### config.mk
export PLATFORM = sky130hd
export DESIGN_NAME = axi_arbiter_flat
export DESIGN_NICKNAME = d
export VERILOG_FILES = /design/src/rtl/axi_arbiter_if.sv /design/src/rtl/axi_arbiter.sv /design/src/flat_wrapper.sv
export SDC_FILE = /design/constraint.sdc
export NUM_CORES = 1
export LEC_CHECK = 0
export BUFFER_PORTS_ARGS = -buffer_cell sky130_fd_sc_hd__buf_2
export CORE_AREA = 2 2 223 225
export DETAILED_ROUTE_END_ITERATION = 8
export DIE_AREA = 0 0 225 227
export PLACE_DENSITY = 0.36
export SYNTH_ARGS = -nofsm -noshare
export SYNTH_HDL_FRONTEND = slang
export SYNTH_SLANG_ARGS = --single-unit
### constraint.sdc
create_clock -name clk -period 3.4 [get_ports clk]
set_input_delay 0.17 -clock clk [delete_from_list [all_inputs] [get_ports clk]]
set_output_delay 0.17 -clock clk [all_outputs]
set_load 0.01 [all_outputs]
### src/rtl/axi_arbiter_if.sv
// AXI4 bundle shared by the IFU/LSU masters and the xbar port; master drives requests, slave drives responses.
interface axi4_interface #(
  parameter int ADDR_W = 32,
  parameter int DATA_W = 32,
  parameter int ID_W   = 4
);
  logic              awvalid, awready;
  logic [ADDR_W-1:0] awaddr;
  logic [ID_W-1:0]   awid;
  logic [7:0]        awlen;
  logic [2:0]        awsize;
  logic [1:0]        awburst;
  logic              wvalid, wready, wlast;
  logic [DATA_W-1:0] wdata;
  logic [DATA_W/8-1:0] wstrb;
  logic              bvalid, bready;
  logic [1:0]        bresp;
  logic [ID_W-1:0]   bid;
  logic              arvalid, arready;
  logic [ADDR_W-1:0] araddr;
  logic [ID_W-1:0]   arid;
  logic [7:0]        arlen;
  logic [2:0]        arsize;
  logic [1:0]        arburst;
  logic              rvalid, rready, rlast;
  logic [DATA_W-1:0] rdata;
  logic [1:0]        rresp;
  logic [ID_W-1:0]   rid;

  modport master (
    output awvalid, awaddr, awid, awlen, awsize, awburst,
    output wvalid, wdata, wstrb, wlast, bready,
    output arvalid, araddr, arid, arlen, arsize, arburst, rready,
    input  awready, wready, bvalid, bresp, bid,
    input  arready, rvalid, rdata, rresp, rlast, rid
  );

  modport slave (
    input  awvalid, awaddr, awid, awlen, awsize, awburst,
    input  wvalid, wdata, wstrb, wlast, bready,
    input  arvalid, araddr, arid, arlen, arsize, arburst, rready,
    output awready, wready, bvalid, bresp, bid,
    output arready, rvalid, rdata, rresp, rlast, rid
  );
endinterface

### src/rtl/axi_arbiter.sv
// IFU/LSU -> xbar AXI4 arbiter, independent read/write grants held until rlast / B handshake.
// Zero-latency combinational routing in the grant cycle; losing master sees ready=0 until release.
module axi_arbiter #(
  parameter int LSU_PRIORITY = 1
) (
  input logic             clk,
  input logic             rst,
  axi4_interface.slave    ifu,
  axi4_interface.slave    lsu,
  axi4_interface.master   out
);
  localparam logic [1:0] R_IDLE = 2'd0, R_IFU = 2'd1, R_LSU = 2'd2;
  localparam logic [1:0] W_IDLE = 2'd0, W_IFU = 2'd1, W_LSU = 2'd2;

  logic [1:0] rstate, wstate;
  logic       last_r, last_w;       // 1 = LSU was granted most recently
  logic       ar_done, aw_done, w_done;
  logic       rgnt, wgnt, r_sel, w_sel, r_act, w_act;
  logic       r_lsu, r_ifu, w_lsu, w_ifu;
  logic       r_release, w_release;

  function automatic logic pick(input logic req_ifu, input logic req_lsu, input logic last);
    if (req_ifu && req_lsu)
      return (LSU_PRIORITY != 0) ? 1'b1 : ~last;
    return req_lsu;
  endfunction

  always_comb begin
    rgnt  = pick(ifu.arvalid, lsu.arvalid, last_r);
    wgnt  = pick(ifu.awvalid, lsu.awvalid, last_w);
    r_act = (rstate != R_IDLE) | ifu.arvalid | lsu.arvalid;
    w_act = (wstate != W_IDLE) | ifu.awvalid | lsu.awvalid;
    r_sel = (rstate == R_IDLE) ? rgnt : (rstate == R_LSU);
    w_sel = (wstate == W_IDLE) ? wgnt : (wstate == W_LSU);
  end

  assign r_lsu = r_act & r_sel;
  assign r_ifu = r_act & ~r_sel;
  assign w_lsu = w_act & w_sel;
  assign w_ifu = w_act & ~w_sel;
  assign r_release = out.rvalid & out.rready & out.rlast;
  assign w_release = out.bvalid & out.bready;

  // Read request path
  assign out.arvalid = ~ar_done & ((r_lsu & lsu.arvalid) | (r_ifu & ifu.arvalid));
  assign out.araddr  = r_lsu ? lsu.araddr  : r_ifu ? ifu.araddr  : '0;
  assign out.arid    = r_lsu ? lsu.arid    : r_ifu ? ifu.arid    : '0;
  assign out.arlen   = r_lsu ? lsu.arlen   : r_ifu ? ifu.arlen   : '0;
  assign out.arsize  = r_lsu ? lsu.arsize  : r_ifu ? ifu.arsize  : '0;
  assign out.arburst = r_lsu ? lsu.arburst : r_ifu ? ifu.arburst : '0;
  assign out.rready  = (r_lsu & lsu.rready) | (r_ifu & ifu.rready);

  assign lsu.arready = r_lsu & ~ar_done & out.arready;
  assign ifu.arready = r_ifu & ~ar_done & out.arready;
  assign lsu.rvalid  = r_lsu & out.rvalid;
  assign ifu.rvalid  = r_ifu & out.rvalid;
  assign lsu.rlast   = r_lsu & out.rlast;
  assign ifu.rlast   = r_ifu & out.rlast;
  assign lsu.rdata   = r_lsu ? out.rdata : '0;
  assign ifu.rdata   = r_ifu ? out.rdata : '0;
  assign lsu.rresp   = r_lsu ? out.rresp : '0;
  assign ifu.rresp   = r_ifu ? out.rresp : '0;
  assign lsu.rid     = r_lsu ? out.rid   : '0;
  assign ifu.rid     = r_ifu ? out.rid   : '0;

  // Write request path
  assign out.awvalid = ~aw_done & ((w_lsu & lsu.awvalid) | (w_ifu & ifu.awvalid));
  assign out.wvalid  = ~w_done  & ((w_lsu & lsu.wvalid)  | (w_ifu & ifu.wvalid));
  assign out.awaddr  = w_lsu ? lsu.awaddr  : w_ifu ? ifu.awaddr  : '0;
  assign out.awid    = w_lsu ? lsu.awid    : w_ifu ? ifu.awid    : '0;
  assign out.awlen   = w_lsu ? lsu.awlen   : w_ifu ? ifu.awlen   : '0;
  assign out.awsize  = w_lsu ? lsu.awsize  : w_ifu ? ifu.awsize  : '0;
  assign out.awburst = w_lsu ? lsu.awburst : w_ifu ? ifu.awburst : '0;
  assign out.wdata   = w_lsu ? lsu.wdata   : w_ifu ? ifu.wdata   : '0;
  assign out.wstrb   = w_lsu ? lsu.wstrb   : w_ifu ? ifu.wstrb   : '0;
  assign out.wlast   = (w_lsu & lsu.wlast) | (w_ifu & ifu.wlast);
  assign out.bready  = (w_lsu & lsu.bready) | (w_ifu & ifu.bready);

  assign lsu.awready = w_lsu & ~aw_done & out.awready;
  assign ifu.awready = w_ifu & ~aw_done & out.awready;
  assign lsu.wready  = w_lsu & ~w_done & out.wready;
  assign ifu.wready  = w_ifu & ~w_done & out.wready;
  assign lsu.bvalid  = w_lsu & out.bvalid;
  assign ifu.bvalid  = w_ifu & out.bvalid;
  assign lsu.bresp   = w_lsu ? out.bresp : '0;
  assign ifu.bresp   = w_ifu ? out.bresp : '0;
  assign lsu.bid     = w_lsu ? out.bid   : '0;
  assign ifu.bid     = w_ifu ? out.bid   : '0;

  // Grant locks on first sight of arvalid since AXI forbids withdrawing it.
  always_ff @(posedge clk) begin
    if (rst) begin
      rstate  <= R_IDLE;
      ar_done <= 1'b0;
      last_r  <= 1'b1;
    end else begin
      case (rstate)
        R_IDLE: if (ifu.arvalid | lsu.arvalid) begin
          rstate  <= rgnt ? R_LSU : R_IFU;
          last_r  <= rgnt;
          ar_done <= out.arvalid & out.arready;
        end
        R_IFU, R_LSU: if (r_release) begin
          rstate  <= R_IDLE;
          ar_done <= 1'b0;
        end else if (out.arvalid & out.arready) begin
          ar_done <= 1'b1;
        end
        default: rstate <= R_IDLE;
      endcase
    end
  end

  // AW and W may complete in either order; both flags hold until the B handshake.
  always_ff @(posedge clk) begin
    if (rst) begin
      wstate  <= W_IDLE;
      aw_done <= 1'b0;
      w_done  <= 1'b0;
      last_w  <= 1'b1;
    end else begin
      case (wstate)
        W_IDLE: if (ifu.awvalid | lsu.awvalid) begin
          wstate  <= wgnt ? W_LSU : W_IFU;
          last_w  <= wgnt;
          aw_done <= out.awvalid & out.awready;
          w_done  <= out.wvalid & out.wready;
        end
        W_IFU, W_LSU: if (w_release) begin
          wstate  <= W_IDLE;
          aw_done <= 1'b0;
          w_done  <= 1'b0;
        end else begin
          if (out.awvalid & out.awready) aw_done <= 1'b1;
          if (out.wvalid & out.wready)   w_done  <= 1'b1;
        end
        default: wstate <= W_IDLE;
      endcase
    end
  end
endmodule

### src/flat_wrapper.sv
// flat-port wrapper written by rule: the top's interface ports become plain ports
module axi_arbiter_flat 
#(
  parameter int LSU_PRIORITY = 1
)
  (clk, rst, ifu_awvalid, ifu_awaddr, ifu_awid, ifu_awlen, ifu_awsize, ifu_awburst, ifu_wvalid, ifu_wdata, ifu_wstrb, ifu_wlast, ifu_bready, ifu_arvalid, ifu_araddr, ifu_arid, ifu_arlen, ifu_arsize, ifu_arburst, ifu_rready, ifu_awready, ifu_wready, ifu_bvalid, ifu_bresp, ifu_bid, ifu_arready, ifu_rvalid, ifu_rdata, ifu_rresp, ifu_rlast, ifu_rid, lsu_awvalid, lsu_awaddr, lsu_awid, lsu_awlen, lsu_awsize, lsu_awburst, lsu_wvalid, lsu_wdata, lsu_wstrb, lsu_wlast, lsu_bready, lsu_arvalid, lsu_araddr, lsu_arid, lsu_arlen, lsu_arsize, lsu_arburst, lsu_rready, lsu_awready, lsu_wready, lsu_bvalid, lsu_bresp, lsu_bid, lsu_arready, lsu_rvalid, lsu_rdata, lsu_rresp, lsu_rlast, lsu_rid, out_awvalid, out_awaddr, out_awid, out_awlen, out_awsize, out_awburst, out_wvalid, out_wdata, out_wstrb, out_wlast, out_bready, out_arvalid, out_araddr, out_arid, out_arlen, out_arsize, out_arburst, out_rready, out_awready, out_wready, out_bvalid, out_bresp, out_bid, out_arready, out_rvalid, out_rdata, out_rresp, out_rlast, out_rid);
  axi4_interface ifu_i ();
  axi4_interface lsu_i ();
  axi4_interface out_i ();
  input logic clk;
  input logic rst;
  input wire logic [$bits(ifu_i.awvalid)-1:0] ifu_awvalid;
  input wire logic [$bits(ifu_i.awaddr)-1:0] ifu_awaddr;
  input wire logic [$bits(ifu_i.awid)-1:0] ifu_awid;
  input wire logic [$bits(ifu_i.awlen)-1:0] ifu_awlen;
  input wire logic [$bits(ifu_i.awsize)-1:0] ifu_awsize;
  input wire logic [$bits(ifu_i.awburst)-1:0] ifu_awburst;
  input wire logic [$bits(ifu_i.wvalid)-1:0] ifu_wvalid;
  input wire logic [$bits(ifu_i.wdata)-1:0] ifu_wdata;
  input wire logic [$bits(ifu_i.wstrb)-1:0] ifu_wstrb;
  input wire logic [$bits(ifu_i.wlast)-1:0] ifu_wlast;
  input wire logic [$bits(ifu_i.bready)-1:0] ifu_bready;
  input wire logic [$bits(ifu_i.arvalid)-1:0] ifu_arvalid;
  input wire logic [$bits(ifu_i.araddr)-1:0] ifu_araddr;
  input wire logic [$bits(ifu_i.arid)-1:0] ifu_arid;
  input wire logic [$bits(ifu_i.arlen)-1:0] ifu_arlen;
  input wire logic [$bits(ifu_i.arsize)-1:0] ifu_arsize;
  input wire logic [$bits(ifu_i.arburst)-1:0] ifu_arburst;
  input wire logic [$bits(ifu_i.rready)-1:0] ifu_rready;
  output wire logic [$bits(ifu_i.awready)-1:0] ifu_awready;
  output wire logic [$bits(ifu_i.wready)-1:0] ifu_wready;
  output wire logic [$bits(ifu_i.bvalid)-1:0] ifu_bvalid;
  output wire logic [$bits(ifu_i.bresp)-1:0] ifu_bresp;
  output wire logic [$bits(ifu_i.bid)-1:0] ifu_bid;
  output wire logic [$bits(ifu_i.arready)-1:0] ifu_arready;
  output wire logic [$bits(ifu_i.rvalid)-1:0] ifu_rvalid;
  output wire logic [$bits(ifu_i.rdata)-1:0] ifu_rdata;
  output wire logic [$bits(ifu_i.rresp)-1:0] ifu_rresp;
  output wire logic [$bits(ifu_i.rlast)-1:0] ifu_rlast;
  output wire logic [$bits(ifu_i.rid)-1:0] ifu_rid;
  input wire logic [$bits(lsu_i.awvalid)-1:0] lsu_awvalid;
  input wire logic [$bits(lsu_i.awaddr)-1:0] lsu_awaddr;
  input wire logic [$bits(lsu_i.awid)-1:0] lsu_awid;
  input wire logic [$bits(lsu_i.awlen)-1:0] lsu_awlen;
  input wire logic [$bits(lsu_i.awsize)-1:0] lsu_awsize;
  input wire logic [$bits(lsu_i.awburst)-1:0] lsu_awburst;
  input wire logic [$bits(lsu_i.wvalid)-1:0] lsu_wvalid;
  input wire logic [$bits(lsu_i.wdata)-1:0] lsu_wdata;
  input wire logic [$bits(lsu_i.wstrb)-1:0] lsu_wstrb;
  input wire logic [$bits(lsu_i.wlast)-1:0] lsu_wlast;
  input wire logic [$bits(lsu_i.bready)-1:0] lsu_bready;
  input wire logic [$bits(lsu_i.arvalid)-1:0] lsu_arvalid;
  input wire logic [$bits(lsu_i.araddr)-1:0] lsu_araddr;
  input wire logic [$bits(lsu_i.arid)-1:0] lsu_arid;
  input wire logic [$bits(lsu_i.arlen)-1:0] lsu_arlen;
  input wire logic [$bits(lsu_i.arsize)-1:0] lsu_arsize;
  input wire logic [$bits(lsu_i.arburst)-1:0] lsu_arburst;
  input wire logic [$bits(lsu_i.rready)-1:0] lsu_rready;
  output wire logic [$bits(lsu_i.awready)-1:0] lsu_awready;
  output wire logic [$bits(lsu_i.wready)-1:0] lsu_wready;
  output wire logic [$bits(lsu_i.bvalid)-1:0] lsu_bvalid;
  output wire logic [$bits(lsu_i.bresp)-1:0] lsu_bresp;
  output wire logic [$bits(lsu_i.bid)-1:0] lsu_bid;
  output wire logic [$bits(lsu_i.arready)-1:0] lsu_arready;
  output wire logic [$bits(lsu_i.rvalid)-1:0] lsu_rvalid;
  output wire logic [$bits(lsu_i.rdata)-1:0] lsu_rdata;
  output wire logic [$bits(lsu_i.rresp)-1:0] lsu_rresp;
  output wire logic [$bits(lsu_i.rlast)-1:0] lsu_rlast;
  output wire logic [$bits(lsu_i.rid)-1:0] lsu_rid;
  output wire logic [$bits(out_i.awvalid)-1:0] out_awvalid;
  output wire logic [$bits(out_i.awaddr)-1:0] out_awaddr;
  output wire logic [$bits(out_i.awid)-1:0] out_awid;
  output wire logic [$bits(out_i.awlen)-1:0] out_awlen;
  output wire logic [$bits(out_i.awsize)-1:0] out_awsize;
  output wire logic [$bits(out_i.awburst)-1:0] out_awburst;
  output wire logic [$bits(out_i.wvalid)-1:0] out_wvalid;
  output wire logic [$bits(out_i.wdata)-1:0] out_wdata;
  output wire logic [$bits(out_i.wstrb)-1:0] out_wstrb;
  output wire logic [$bits(out_i.wlast)-1:0] out_wlast;
  output wire logic [$bits(out_i.bready)-1:0] out_bready;
  output wire logic [$bits(out_i.arvalid)-1:0] out_arvalid;
  output wire logic [$bits(out_i.araddr)-1:0] out_araddr;
  output wire logic [$bits(out_i.arid)-1:0] out_arid;
  output wire logic [$bits(out_i.arlen)-1:0] out_arlen;
  output wire logic [$bits(out_i.arsize)-1:0] out_arsize;
  output wire logic [$bits(out_i.arburst)-1:0] out_arburst;
  output wire logic [$bits(out_i.rready)-1:0] out_rready;
  input wire logic [$bits(out_i.awready)-1:0] out_awready;
  input wire logic [$bits(out_i.wready)-1:0] out_wready;
  input wire logic [$bits(out_i.bvalid)-1:0] out_bvalid;
  input wire logic [$bits(out_i.bresp)-1:0] out_bresp;
  input wire logic [$bits(out_i.bid)-1:0] out_bid;
  input wire logic [$bits(out_i.arready)-1:0] out_arready;
  input wire logic [$bits(out_i.rvalid)-1:0] out_rvalid;
  input wire logic [$bits(out_i.rdata)-1:0] out_rdata;
  input wire logic [$bits(out_i.rresp)-1:0] out_rresp;
  input wire logic [$bits(out_i.rlast)-1:0] out_rlast;
  input wire logic [$bits(out_i.rid)-1:0] out_rid;
  assign ifu_i.awvalid = ifu_awvalid;
  assign ifu_i.awaddr = ifu_awaddr;
  assign ifu_i.awid = ifu_awid;
  assign ifu_i.awlen = ifu_awlen;
  assign ifu_i.awsize = ifu_awsize;
  assign ifu_i.awburst = ifu_awburst;
  assign ifu_i.wvalid = ifu_wvalid;
  assign ifu_i.wdata = ifu_wdata;
  assign ifu_i.wstrb = ifu_wstrb;
  assign ifu_i.wlast = ifu_wlast;
  assign ifu_i.bready = ifu_bready;
  assign ifu_i.arvalid = ifu_arvalid;
  assign ifu_i.araddr = ifu_araddr;
  assign ifu_i.arid = ifu_arid;
  assign ifu_i.arlen = ifu_arlen;
  assign ifu_i.arsize = ifu_arsize;
  assign ifu_i.arburst = ifu_arburst;
  assign ifu_i.rready = ifu_rready;
  assign ifu_awready = ifu_i.awready;
  assign ifu_wready = ifu_i.wready;
  assign ifu_bvalid = ifu_i.bvalid;
  assign ifu_bresp = ifu_i.bresp;
  assign ifu_bid = ifu_i.bid;
  assign ifu_arready = ifu_i.arready;
  assign ifu_rvalid = ifu_i.rvalid;
  assign ifu_rdata = ifu_i.rdata;
  assign ifu_rresp = ifu_i.rresp;
  assign ifu_rlast = ifu_i.rlast;
  assign ifu_rid = ifu_i.rid;
  assign lsu_i.awvalid = lsu_awvalid;
  assign lsu_i.awaddr = lsu_awaddr;
  assign lsu_i.awid = lsu_awid;
  assign lsu_i.awlen = lsu_awlen;
  assign lsu_i.awsize = lsu_awsize;
  assign lsu_i.awburst = lsu_awburst;
  assign lsu_i.wvalid = lsu_wvalid;
  assign lsu_i.wdata = lsu_wdata;
  assign lsu_i.wstrb = lsu_wstrb;
  assign lsu_i.wlast = lsu_wlast;
  assign lsu_i.bready = lsu_bready;
  assign lsu_i.arvalid = lsu_arvalid;
  assign lsu_i.araddr = lsu_araddr;
  assign lsu_i.arid = lsu_arid;
  assign lsu_i.arlen = lsu_arlen;
  assign lsu_i.arsize = lsu_arsize;
  assign lsu_i.arburst = lsu_arburst;
  assign lsu_i.rready = lsu_rready;
  assign lsu_awready = lsu_i.awready;
  assign lsu_wready = lsu_i.wready;
  assign lsu_bvalid = lsu_i.bvalid;
  assign lsu_bresp = lsu_i.bresp;
  assign lsu_bid = lsu_i.bid;
  assign lsu_arready = lsu_i.arready;
  assign lsu_rvalid = lsu_i.rvalid;
  assign lsu_rdata = lsu_i.rdata;
  assign lsu_rresp = lsu_i.rresp;
  assign lsu_rlast = lsu_i.rlast;
  assign lsu_rid = lsu_i.rid;
  assign out_awvalid = out_i.awvalid;
  assign out_awaddr = out_i.awaddr;
  assign out_awid = out_i.awid;
  assign out_awlen = out_i.awlen;
  assign out_awsize = out_i.awsize;
  assign out_awburst = out_i.awburst;
  assign out_wvalid = out_i.wvalid;
  assign out_wdata = out_i.wdata;
  assign out_wstrb = out_i.wstrb;
  assign out_wlast = out_i.wlast;
  assign out_bready = out_i.bready;
  assign out_arvalid = out_i.arvalid;
  assign out_araddr = out_i.araddr;
  assign out_arid = out_i.arid;
  assign out_arlen = out_i.arlen;
  assign out_arsize = out_i.arsize;
  assign out_arburst = out_i.arburst;
  assign out_rready = out_i.rready;
  assign out_i.awready = out_awready;
  assign out_i.wready = out_wready;
  assign out_i.bvalid = out_bvalid;
  assign out_i.bresp = out_bresp;
  assign out_i.bid = out_bid;
  assign out_i.arready = out_arready;
  assign out_i.rvalid = out_rvalid;
  assign out_i.rdata = out_rdata;
  assign out_i.rresp = out_rresp;
  assign out_i.rlast = out_rlast;
  assign out_i.rid = out_rid;
  axi_arbiter #(.LSU_PRIORITY(LSU_PRIORITY)) u_core (.clk(clk), .rst(rst), .ifu(ifu_i), .lsu(lsu_i), .out(out_i));
endmodule
==> flow_summary.yaml, run 1 <==
setup_path:
  critPathMaxFanout: 49
  worst_path_largest_cell_delay_ps: 510
  crit_path_start: "u_core.rstate[0]"
  rrSetupSlack_ps: 960
  cp.arrival_ps: 2610
  worstPathCellList: "inv_1, ha_1, mux2_4, nor2_4, buf_4, a22o_1, buf_2"
  timing.critical_path.slowest_stage_cell: "sky130_fd_sc_hd__mux2_4"
  endpoint_kind: "primary output"
  worstSetupStartpointType: "flip-flop"
  critPathKind: "flip-flop to primary output"
  worstPathRequired_ps: 3230
  regToRegStartpoint: "u_core.rstate[0]"
clocking:
  hold_buffers: 0
  clock_tree.root_cell: "sky130_fd_sc_hd__clkbuf_16"
  cts_num_sinks: 7
  clk-insertion-delay-late_ps: 230
  cts-htree-levels: 1
  cts_tree: "built"
  cts.repair_timing.setup_buffer_count: 0
  clock_pin_slew_on_the_worst_setup_and_hold_paths_ps: 40
  cts-buffers-inserted: 3
  cts.repair.resized: 0
  clock_path_buffers: 2
yosys:
  synth.yosys.seq_area_share: 0.05000
  synth-edff-count: 0
  synth-main-ff-cell: "sky130_fd_sc_hd__dfxtp_1"
  yosys_register_bits: 7
  syn_area_per_cell_sq_um: 7.454
  ys_types: 44
  yosys_warnings: 0
  netlist_area_sq_um: 2803
  synthesis.nets: 714
  ys_async_sr_fraction: 0
  post_synth_inst_count: 376
sta:
  finalMaxSlewViolations: 0
  fin_ws_ps: 620.0
  setup-tns-final_ps: 0
  finalHoldWorstSlack_ps: 264.0
  finalSetupViolations: 0
  final_hold_viols: 0
  fin_crit_sh: 0.8176
  clock.fmax_mhz: 359.7
  finalClockSkew_ps: 0.7378
  rsz0062_at_grt: "false"
  max_slew_margin: 0.5149
  finalWorstPathRequiredPeriod_ps: 2780
  tightest_slew_ps: 727.7
pwr:
  power_switching_mw: 2.193
  power.combinational.fraction: 0.916
  vdd_drop_max_uv: 260.0
  swShare: 0.5497
  power.clock.fraction: 0.053
  cellLeakagePower_nw: 3.834
  power_density_nw_per_um2: 626.6
  share_seq_of_total_power: 0.032
  p_int_mw: 1.796
die:
  die-width_um: 225
  initial_core_util: 0.05773
  boundaryPins: 572
  die-area_sq_um: 51080
  chipHeight_um: 227
  rows: 81
  core_area_sq_um: 48550
grt:
  met2_usage: 0.1558
  grt_pass1_wl_mm: 33.20
  grt_util_met3: 0.01704
  grt.met1_usage: 0.1074
  grt_pass1_vias: 4967
  gr-usage-all-layers: 0.08836
  grt_max_degree: 94
  gr-total-overflow: 0
  antenna_found_initial: 8
  globalRoute.busiestLayer: "met2"
cells_and_area:
  areaGrowthSynthToFinish_pct: 127.1
  finish.cell_count_without_fillers: 1534
  most_common_cell_after_layout_fill_and_taps_aside: "sky130_fd_sc_hd__buf_2"
  final_cell_mix: "571 x sky130_fd_sc_hd__buf_2, 135 x sky130_fd_sc_hd__a22o_1, 86 x sky130_fd_sc_hd__and3_1"
  nets: 1249
  final_area_sq_um: 6366
  drive_above_1_share: 0.6495
placed_design:
  weighted_congestion_at_the_end_of_routability_driven_global_placement: 0.7416
  placement.cell_area_sq_um: 6282
  dp.cells: 1528
  io_buffer_count: 571
  dp.final_hpwl_mm: 22.88
  place_worst_setup_slack_ps: 923.5
route:
  firstDrtPassIters: 5
  route.vias.total: 5567
  drt-initial-drc-count: 249
  remaining_drcs: 0
  detail_route.vias_per_cell: 3.629
  detail_route.wirelength_mm: 26.55
  route.antenna.remaining_nets: 0
  wl_cell_um: 17.31
hold_path:
  min-delay-start: "out_awready"
  hold_class: "input pin to flip-flop"
outcome:
  outcome: "finished, final reports clean"
flow_run:
  maxCapViolations: 0
==> cell type report <==
class / count / area [sq um]
Clock buffer: 4 / 78.83
Sequential cell: 7 / 140.1
Fill cell: 5659 / 42180
Tap cell: 622 / 778.2
Inverter: 10 / 37.54
Timing Repair Buffer: 579 / 2930
Multi-Input combinational cell: 310 / 2396
Antenna cell: 2 / 5.005
==> worst max-delay path, delay by kind of cell (launching register included) <==
kind,cells,cell delay [ps]
adder cells (fa/ha/maj),1,340
multiplexers,1,510
flip-flops,1,320
AO/OA/AOI/OAI,1,290
buffers and inverters,3,720
AND/OR/NAND/NOR,1,130
==> power by group through the flow <==
stage,Clock [mW],Sequential (mW),Combinational [mW]
floorplan,0,0.122,2.12
global placement,0,0.128,3.68
detailed placement,0,0.127,3.67
CTS,0.219,0.126,3.70
global route,0.222,0.130,3.93
finish,0.211,0.126,3.65
==> worst paths after layout <==
path | end | cells past startpoint
setup / recovery | out_araddr[0] | 7
hold reg to reg | u_core.rstate[1] | 2
hold / removal | u_core.aw_done | 3
setup reg to reg | u_core.rstate[0] | 7
==> metal layers <==
metal	vias to the layer above	wire, um
met5	-	41
met1	2613	10510
li1	2574	-
met3	36	2214
met4	6	860
met2	338	12920
==> kinds of logic (layout without fill, tap and decap cells) <==
family | after synthesis | count (layout) | share of synthesized area
and+or+nand+nor | 139 | 139 | 0.3071
buffers and inverters | 59 | 593 | 0.09911
AOI/OAI and AO/OA | 159 | 159 | 0.4888
adders and majority gates | 6 | 6 | 0.02679
DFF | 7 | 7 | 0.05000
other | 0 | 2 | 0
muxes | 6 | 6 | 0.02812
==> metrics by stage <==
stage	util	power, mW
final	0.1311	3.989
after global routing	0.1311	4.281
after CTS	0.1310	4.042
after detailed placement	0.1294	3.795
after global placement	0.1294	3.813
after floorplan	-	2.245
==> registers in the layout (all words and copies together), names as in the netlist <==
name	cells
u_core.rstate	2
u_core.wstate	2
u_core.ar_done	1
u_core.aw_done	1
u_core.w_done	1
==> synth_stat cells (4+ instances only) <==
| master | number | area share |
|---|---|---|
| sky130_fd_sc_hd__nand2b_1 | 4 | 0.0089 |
| sky130_fd_sc_hd__and2_1 | 16 | 0.036 |
| sky130_fd_sc_hd__nand3_1 | 7 | 0.012 |
| sky130_fd_sc_hd__ha_1 | 6 | 0.027 |
| sky130_fd_sc_hd__dfxtp_1 | 7 | 0.050 |
| sky130_fd_sc_hd__nand2_1 | 4 | 0.0054 |
| sky130_fd_sc_hd__inv_1 | 10 | 0.013 |
| sky130_fd_sc_hd__and3_1 | 86 | 0.19 |
| sky130_fd_sc_hd__buf_2 | 24 | 0.043 |
| sky130_fd_sc_hd__clkbuf_1 | 21 | 0.028 |
| sky130_fd_sc_hd__a22o_1 | 135 | 0.42 |
| sky130_fd_sc_hd__nor2_1 | 9 | 0.012 |
Power figures use the tool's default switching activity.
==> run 2, diff against run 1 <==
--- a/config.mk
+++ b/config.mk
@@ -6,9 +6,9 @@
 export NUM_CORES = 1
 export LEC_CHECK = 0
 export BUFFER_PORTS_ARGS = -buffer_cell sky130_fd_sc_hd__buf_2
-export CORE_AREA = 2 2 223 225
+export CORE_AREA = 2 2 221 223
 export DETAILED_ROUTE_END_ITERATION = 8
-export DIE_AREA = 0 0 225 227
+export DIE_AREA = 0 0 223 225
 export PLACE_DENSITY = 0.36
 export SYNTH_ARGS = -nofsm -noshare
 export SYNTH_HDL_FRONTEND = slang
==> constraint.sdc (replaced) <==
create_clock -name clk -period 2.7 [get_ports clk]
set_input_delay 0.135 -clock clk [delete_from_list [all_inputs] [get_ports clk]]
set_output_delay 0.135 -clock clk [all_outputs]
set_load 0.01 [all_outputs]
==> run 2 against run 1 <==
Net effect: sequential share of layout area barely moved; clock skew barely moved; global-route usage is 0.18 points lower; cell count is 0.26% lower; die area decreased by 1.8%; first-iteration DRC count rose by 14%; non-clock buffer count grew 3; critical endpoint is now out_araddr[1].
==> flow_summary.yaml, run 2 (same netlist as run 1, synthesis figures left out) <==
placed_design:
  place_worst_setup_slack_ps: 189.5
  dp.final_hpwl_mm: 20.96
  weighted_congestion_at_the_end_of_routability_driven_global_placement: 0.7519
  io_buffer_count: 571
die:
  core_area_sq_um: 47550
  die-width_um: 223
  boundaryPins: 572
  initial_core_util: 0.05895
  chipHeight_um: 225
  die-area_sq_um: 50180
  rows: 80
sta:
  finalHoldWorstSlack_ps: 194.7
  finalWorstPathRequiredPeriod_ps: 2465
  tightest_slew_ps: 813.6
  fin_crit_sh: 0.9130
  finalMaxSlewViolations: 0
  clock.fmax_mhz: 405.6
  rsz0062_at_grt: "false"
  finalClockSkew_ps: 0.3282
  finalSetupViolations: 0
  setup-tns-final_ps: 0
  final_hold_viols: 0
  fin_ws_ps: 234.8
  max_slew_margin: 0.4563
flow_run:
  maxCapViolations: 0
outcome:
  outcome: "finished, final reports clean"
clocking:
  clock_pin_slew_on_the_worst_setup_and_hold_paths_ps: 40
  cts_tree: "built"
  hold_buffers: 0
  clock_path_buffers: 2
  cts.repair.resized: 1
  clock_tree.root_cell: "sky130_fd_sc_hd__clkbuf_16"
  cts_num_sinks: 7
  clk-insertion-delay-late_ps: 230
  cts-buffers-inserted: 3
  cts.repair_timing.setup_buffer_count: 0
  cts-htree-levels: 1
setup_path:
  cp.arrival_ps: 2330
  worstPathRequired_ps: 2570
  timing.critical_path.max_delay_family: "simple AND/OR/NAND/NOR gates"
  reg2reg_to: "u_core.rstate[0]"
  timing.critical_path.slowest_stage_cell: "sky130_fd_sc_hd__nor2_4"
  timing.reg2reg.worst_path_depth: 7
  critPathKind: "flip-flop to primary output"
  worstSetupStartpointType: "flip-flop"
  cp_num_buf_inv: 2
  rrSetupSlack_ps: 330
  worstPathCellList: "inv_1, ha_1, mux2i_4, nor2_4, a22o_1, buf_2"
  endpoint_kind: "primary output"
  regToRegStartpoint: "u_core.rstate[0]"
  critPathMaxFanout: 24
  worst_path_largest_cell_delay_ps: 680
route:
  detail_route.wirelength_mm: 24.87
  route.vias.total: 5547
  route.antenna.remaining_nets: 0
  remaining_drcs: 0
  detail_route.vias_per_cell: 3.625
  firstDrtPassIters: 5
  drt-initial-drc-count: 285
  wl_cell_um: 16.25
grt:
  grt_pass1_wl_mm: 32.80
  grt_pass1_vias: 5142
  grt_max_degree: 68
  gr-usage-all-layers: 0.08652
  antenna_found_initial: 4
  gr-total-overflow: 0
hold_path:
  holdPathEnd: "u_core.aw_done"
  min_path_cells: 3
  min-delay-start: "out_awready"
  hold_class: "input pin to flip-flop"
pwr:
  cellLeakagePower_nw: 3.859
  power_density_nw_per_um2: 785.6
  power_mw: 5.038
  vdd_drop_max_uv: 263.5
cells_and_area:
  nets: 1253
  largestRegisters: "u_core.rstate (2), u_core.wstate (2)"
  most_common_cell_after_layout_fill_and_taps_aside: "sky130_fd_sc_hd__buf_2"
  final_cell_mix: "571 x sky130_fd_sc_hd__buf_2, 135 x sky130_fd_sc_hd__a22o_1, 86 x sky130_fd_sc_hd__and3_1"
  areaGrowthSynthToFinish_pct: 128.8
  drive_above_1_share: 0.6510
  filler_cell_count: 5504
[run 2: layout make-up]
class | count | area (sq um) | share of cell area
Antenna cell | 1 | 2.502 | 0.0003902
Clock buffer | 4 | 78.83 | 0.01229
Inverter | 10 | 37.54 | 0.005853
Multi-Input combinational cell | 311 | 2407 | 0.3753
Sequential cell | 7 | 140.1 | 0.02185
Tap cell | 615 | 769.5 | 0.1200
Timing Repair Buffer | 582 | 2978 | 0.4643
[run 2: where the power goes]
group / switching, mW / internal (mW)
sequential: 0.0243 / 0.134
clock: 0.0662 / 0.198
combinational: 2.62 / 1.99
[run 2: per-layer routing]
metal,track usage,vias up,wire length [um]
li1,-,2591,-
met1,0.1007,2561,9642
met2,0.1630,373,12690
met3,0.01734,18,2099
met4,0.01732,4,406
met5,0,-,25
[run 2: metrics by stage]
step / utilization / instance area [sq um] / std cells
2_1_floorplan: - / 2803 / 376
3_3_place_gp: 0.1329 / 6321 / 1524
3_5_place_dp: 0.1329 / 6321 / 1524
4_1_cts: 0.1348 / 6411 / 1529
5_1_grt: 0.1349 / 6414 / 1530
6_report: 0.1349 / 6414 / 1530
[run 2: tightest hold or removal path: cells and delay by family]
kind	cells	cell delay [ps]
buffers and inverters	1	110
AND/OR/NAND/NOR	1	70
AO/OA/AOI/OAI	1	60
[run 2: how the worst max path moves through the flow]
stage,startpoint,end,cells after the start
global route,u_core.wstate[0],ifu_awready,8
detailed placement,u_core.rstate[0],out_araddr[8],7
global placement,u_core.rstate[0],out_arlen[7],7
finish,u_core.rstate[1],out_araddr[1],6
floorplan,u_core.rstate[0],ifu_arready,5
CTS,u_core.wstate[0],ifu_awready,8
==> run 3, diff against run 2 <==
==> constraint.sdc (replaced) <==
create_clock -name clk -period 2.7 [get_ports clk]
set_input_delay 0.54 -clock clk [delete_from_list [all_inputs] [get_ports clk]]
set_output_delay 0.54 -clock clk [all_outputs]
set_load 0.01 [all_outputs]
==> run 3 against run 2 <==
Net effect: final area is 5.4% higher; hold slack gained 320 ps; fmax decreased by 6.3%; worst setup slack worse by 160 ps; routed wire length rose by 5.5%; die area unchanged; register-to-register slack better by 250 ps; clock skew is essentially flat; clock-buffer cell count unchanged; first-iteration DRC count is 4.2% lower; sequential share of layout area decreased by 0.075 points; critical path depth up 1; largest cell class unchanged.
==> flow_summary.yaml, run 3 (same netlist as run 1, synthesis figures left out) <==
grt:
  grt_pass1_wl_mm: 33.65
  grt_pass1_vias: 5367
  antenna_found_initial: 5
  gr-usage-all-layers: 0.08802
  grt_max_degree: 86
  gr-total-overflow: 0
die:
  initial_core_util: 0.05895
  boundaryPins: 572
  rows: 80
  chipHeight_um: 225
  die-area_sq_um: 50180
  die-width_um: 223
  core_area_sq_um: 47550
setup_path:
  regToRegStartpoint: "u_core.rstate[1]"
  worstPathRequired_ps: 2160
  endpoint_kind: "primary output"
  timing.critical_path.slowest_stage_cell: "sky130_fd_sc_hd__nor2_4"
  rrSetupSlack_ps: 580
  worstPathCellList: "inv_2, ha_1, nor2b_1, and2b_4, nor2_4, a22o_1, buf_2"
  worstSetupStartpointType: "flip-flop"
  timing.reg2reg.worst_path_depth: 7
  critPathKind: "flip-flop to primary output"
  reg2reg_to: "u_core.rstate[0]"
  worst_path_largest_cell_delay_ps: 530
  critPathMaxFanout: 25
  endpoint_of_the_most_critical_setup_path: "out_araddr[6]"
  crit_path_start: "u_core.rstate[0]"
  cp.arrival_ps: 2090
pwr:
  cellLeakagePower_nw: 4.032
  share_seq_of_total_power: 0.029
  p_int_mw: 2.648
  swShare: 0.5199
  power.combinational.fraction: 0.924
  vdd_drop_max_uv: 286.4
  power.clock.fraction: 0.047
  power_switching_mw: 2.867
  power_density_nw_per_um2: 816.0
sta:
  fin_crit_sh: 0.9741
  finalMaxSlewViolations: 0
  final_hold_viols: 0
  finalHoldWorstSlack_ps: 518.0
  tightest_slew_ps: 716.1
  clock.fmax_mhz: 380.2
  max_slew_margin: 0.5226
  setup-tns-final_ps: 0
  finalSetupViolations: 0
  finalClockSkew_ps: 0.1352
  fin_ws_ps: 69.97
  finalWorstPathRequiredPeriod_ps: 2630
  rsz0062_at_grt: "true"
route:
  route.antenna.remaining_nets: 0
  wl_cell_um: 16.83
  detail_route.wirelength_mm: 26.25
  route.vias.total: 5648
  firstDrtPassIters: 4
  drt-initial-drc-count: 273
  detail_route.vias_per_cell: 3.623
  remaining_drcs: 0
hold_path:
  hold_class: "flip-flop to flip-flop"
placed_design:
  dp.cells: 1541
  weighted_congestion_at_the_end_of_routability_driven_global_placement: 0.8029
  place_worst_setup_slack_ps: -109.2
  io_buffer_count: 571
  dp.final_hpwl_mm: 21.40
  placement.cell_area_sq_um: 6474
cells_and_area:
  final_cell_mix: "571 x sky130_fd_sc_hd__buf_2, 135 x sky130_fd_sc_hd__a22o_1, 86 x sky130_fd_sc_hd__and3_1"
  nets: 1280
  finish.cell_count_without_fillers: 1559
  largestRegisters: "u_core.rstate (2), u_core.wstate (2)"
  filler_cell_count: 5500
  areaGrowthSynthToFinish_pct: 141.2
  most_common_cell_after_layout_fill_and_taps_aside: "sky130_fd_sc_hd__buf_2"
  drive_above_1_share: 0.6684
  final_area_sq_um: 6759
clocking:
  cts-buffers-inserted: 3
  clk-insertion-delay-late_ps: 230
  clock_tree.root_cell: "sky130_fd_sc_hd__clkbuf_16"
  cts-htree-levels: 1
  cts_tree: "built"
  cts_num_sinks: 7
  clock_path_buffers: 2
  hold_buffers: 0
  clock_pin_slew_on_the_worst_setup_and_hold_paths_ps: 40
outcome:
  outcome: "finished, final reports clean"
flow_run:
  maxCapViolations: 0
[run 3: changes by cell type in the layout (fill, tap and decap cells not counted), sizes merged]
cell / before / now
nor2: 12 / 13
buf: 582 / 606
clkbuf: 4 / 6
diode: 1 / 3
[run 3: worst min path at each step]
stage                     startpoint          endpoint  slack (ps)  depth (start not counted)
floorplan           u_core.rstate[1]  u_core.rstate[1]         470                          2
detailed placement     u_core.w_done     u_core.w_done         510                          2
global route           u_core.w_done     u_core.w_done         540                          2
finish              u_core.wstate[1]  u_core.wstate[1]         520                          2
global placement    u_core.wstate[1]  u_core.wstate[1]         520                          2
CTS                    u_core.w_done     u_core.w_done         520                          2
[run 3: critical path: cells and delay by family (launching register included)]
| kind | cells | cell delay, ps |
|---|---|---|
| buf+inv | 2 | 190 |
| simple gates | 3 | 860 |
| flops | 1 | 320 |
| fa+ha+maj | 1 | 190 |
| compound gates | 1 | 280 |
[run 3: timing repair]
action	in CTS	in global routing
pin swaps	2	10
setup buffers	0	4
hold endpoints to repair	0	0
resized for setup	6	4
gates cloned	1	6
setup endpoints to repair	49	54
[run 3: area by class of cell]
class,instances,area (sq um),area share
well taps,615,769.5,0.1138
flip-flops and latches,7,142.6,0.02110
multi-input cells,312,2437,0.3606
inverters,10,37.54,0.005554
diodes,3,7.507,0.001111
clock buffers,4,78.83,0.01166
repair buffers,608,3286,0.4861
[run 3: power groups by stage]
stage / clock, mW / sequential [mW] / combinational, mW
floorplan: 0 / 0.154 / 2.67
global placement: 0 / 0.157 / 4.82
detailed placement: 0 / 0.156 / 4.78
CTS: 0.267 / 0.158 / 4.87
global route: 0.271 / 0.161 / 5.50
finish: 0.259 / 0.158 / 5.10
[run 3: layer usage]
metal,part of all wire,vias up,global-route usage
met3,0.081,20,0.01434
met2,0.51,362,0.1657
met5,0.00050,-,0
met4,0.022,2,0.02403
li1,-,2647,-
met1,0.39,2617,0.1022
[run 3: per-stage QoR]
stage | utilization | power (mW)
5_1_grt | 0.1422 | 5.933
2_1_floorplan | - | 2.827
4_1_cts | 0.1382 | 5.291
3_5_place_dp | 0.1362 | 4.935
6_report | 0.1422 | 5.515
3_3_place_gp | 0.1362 | 4.973
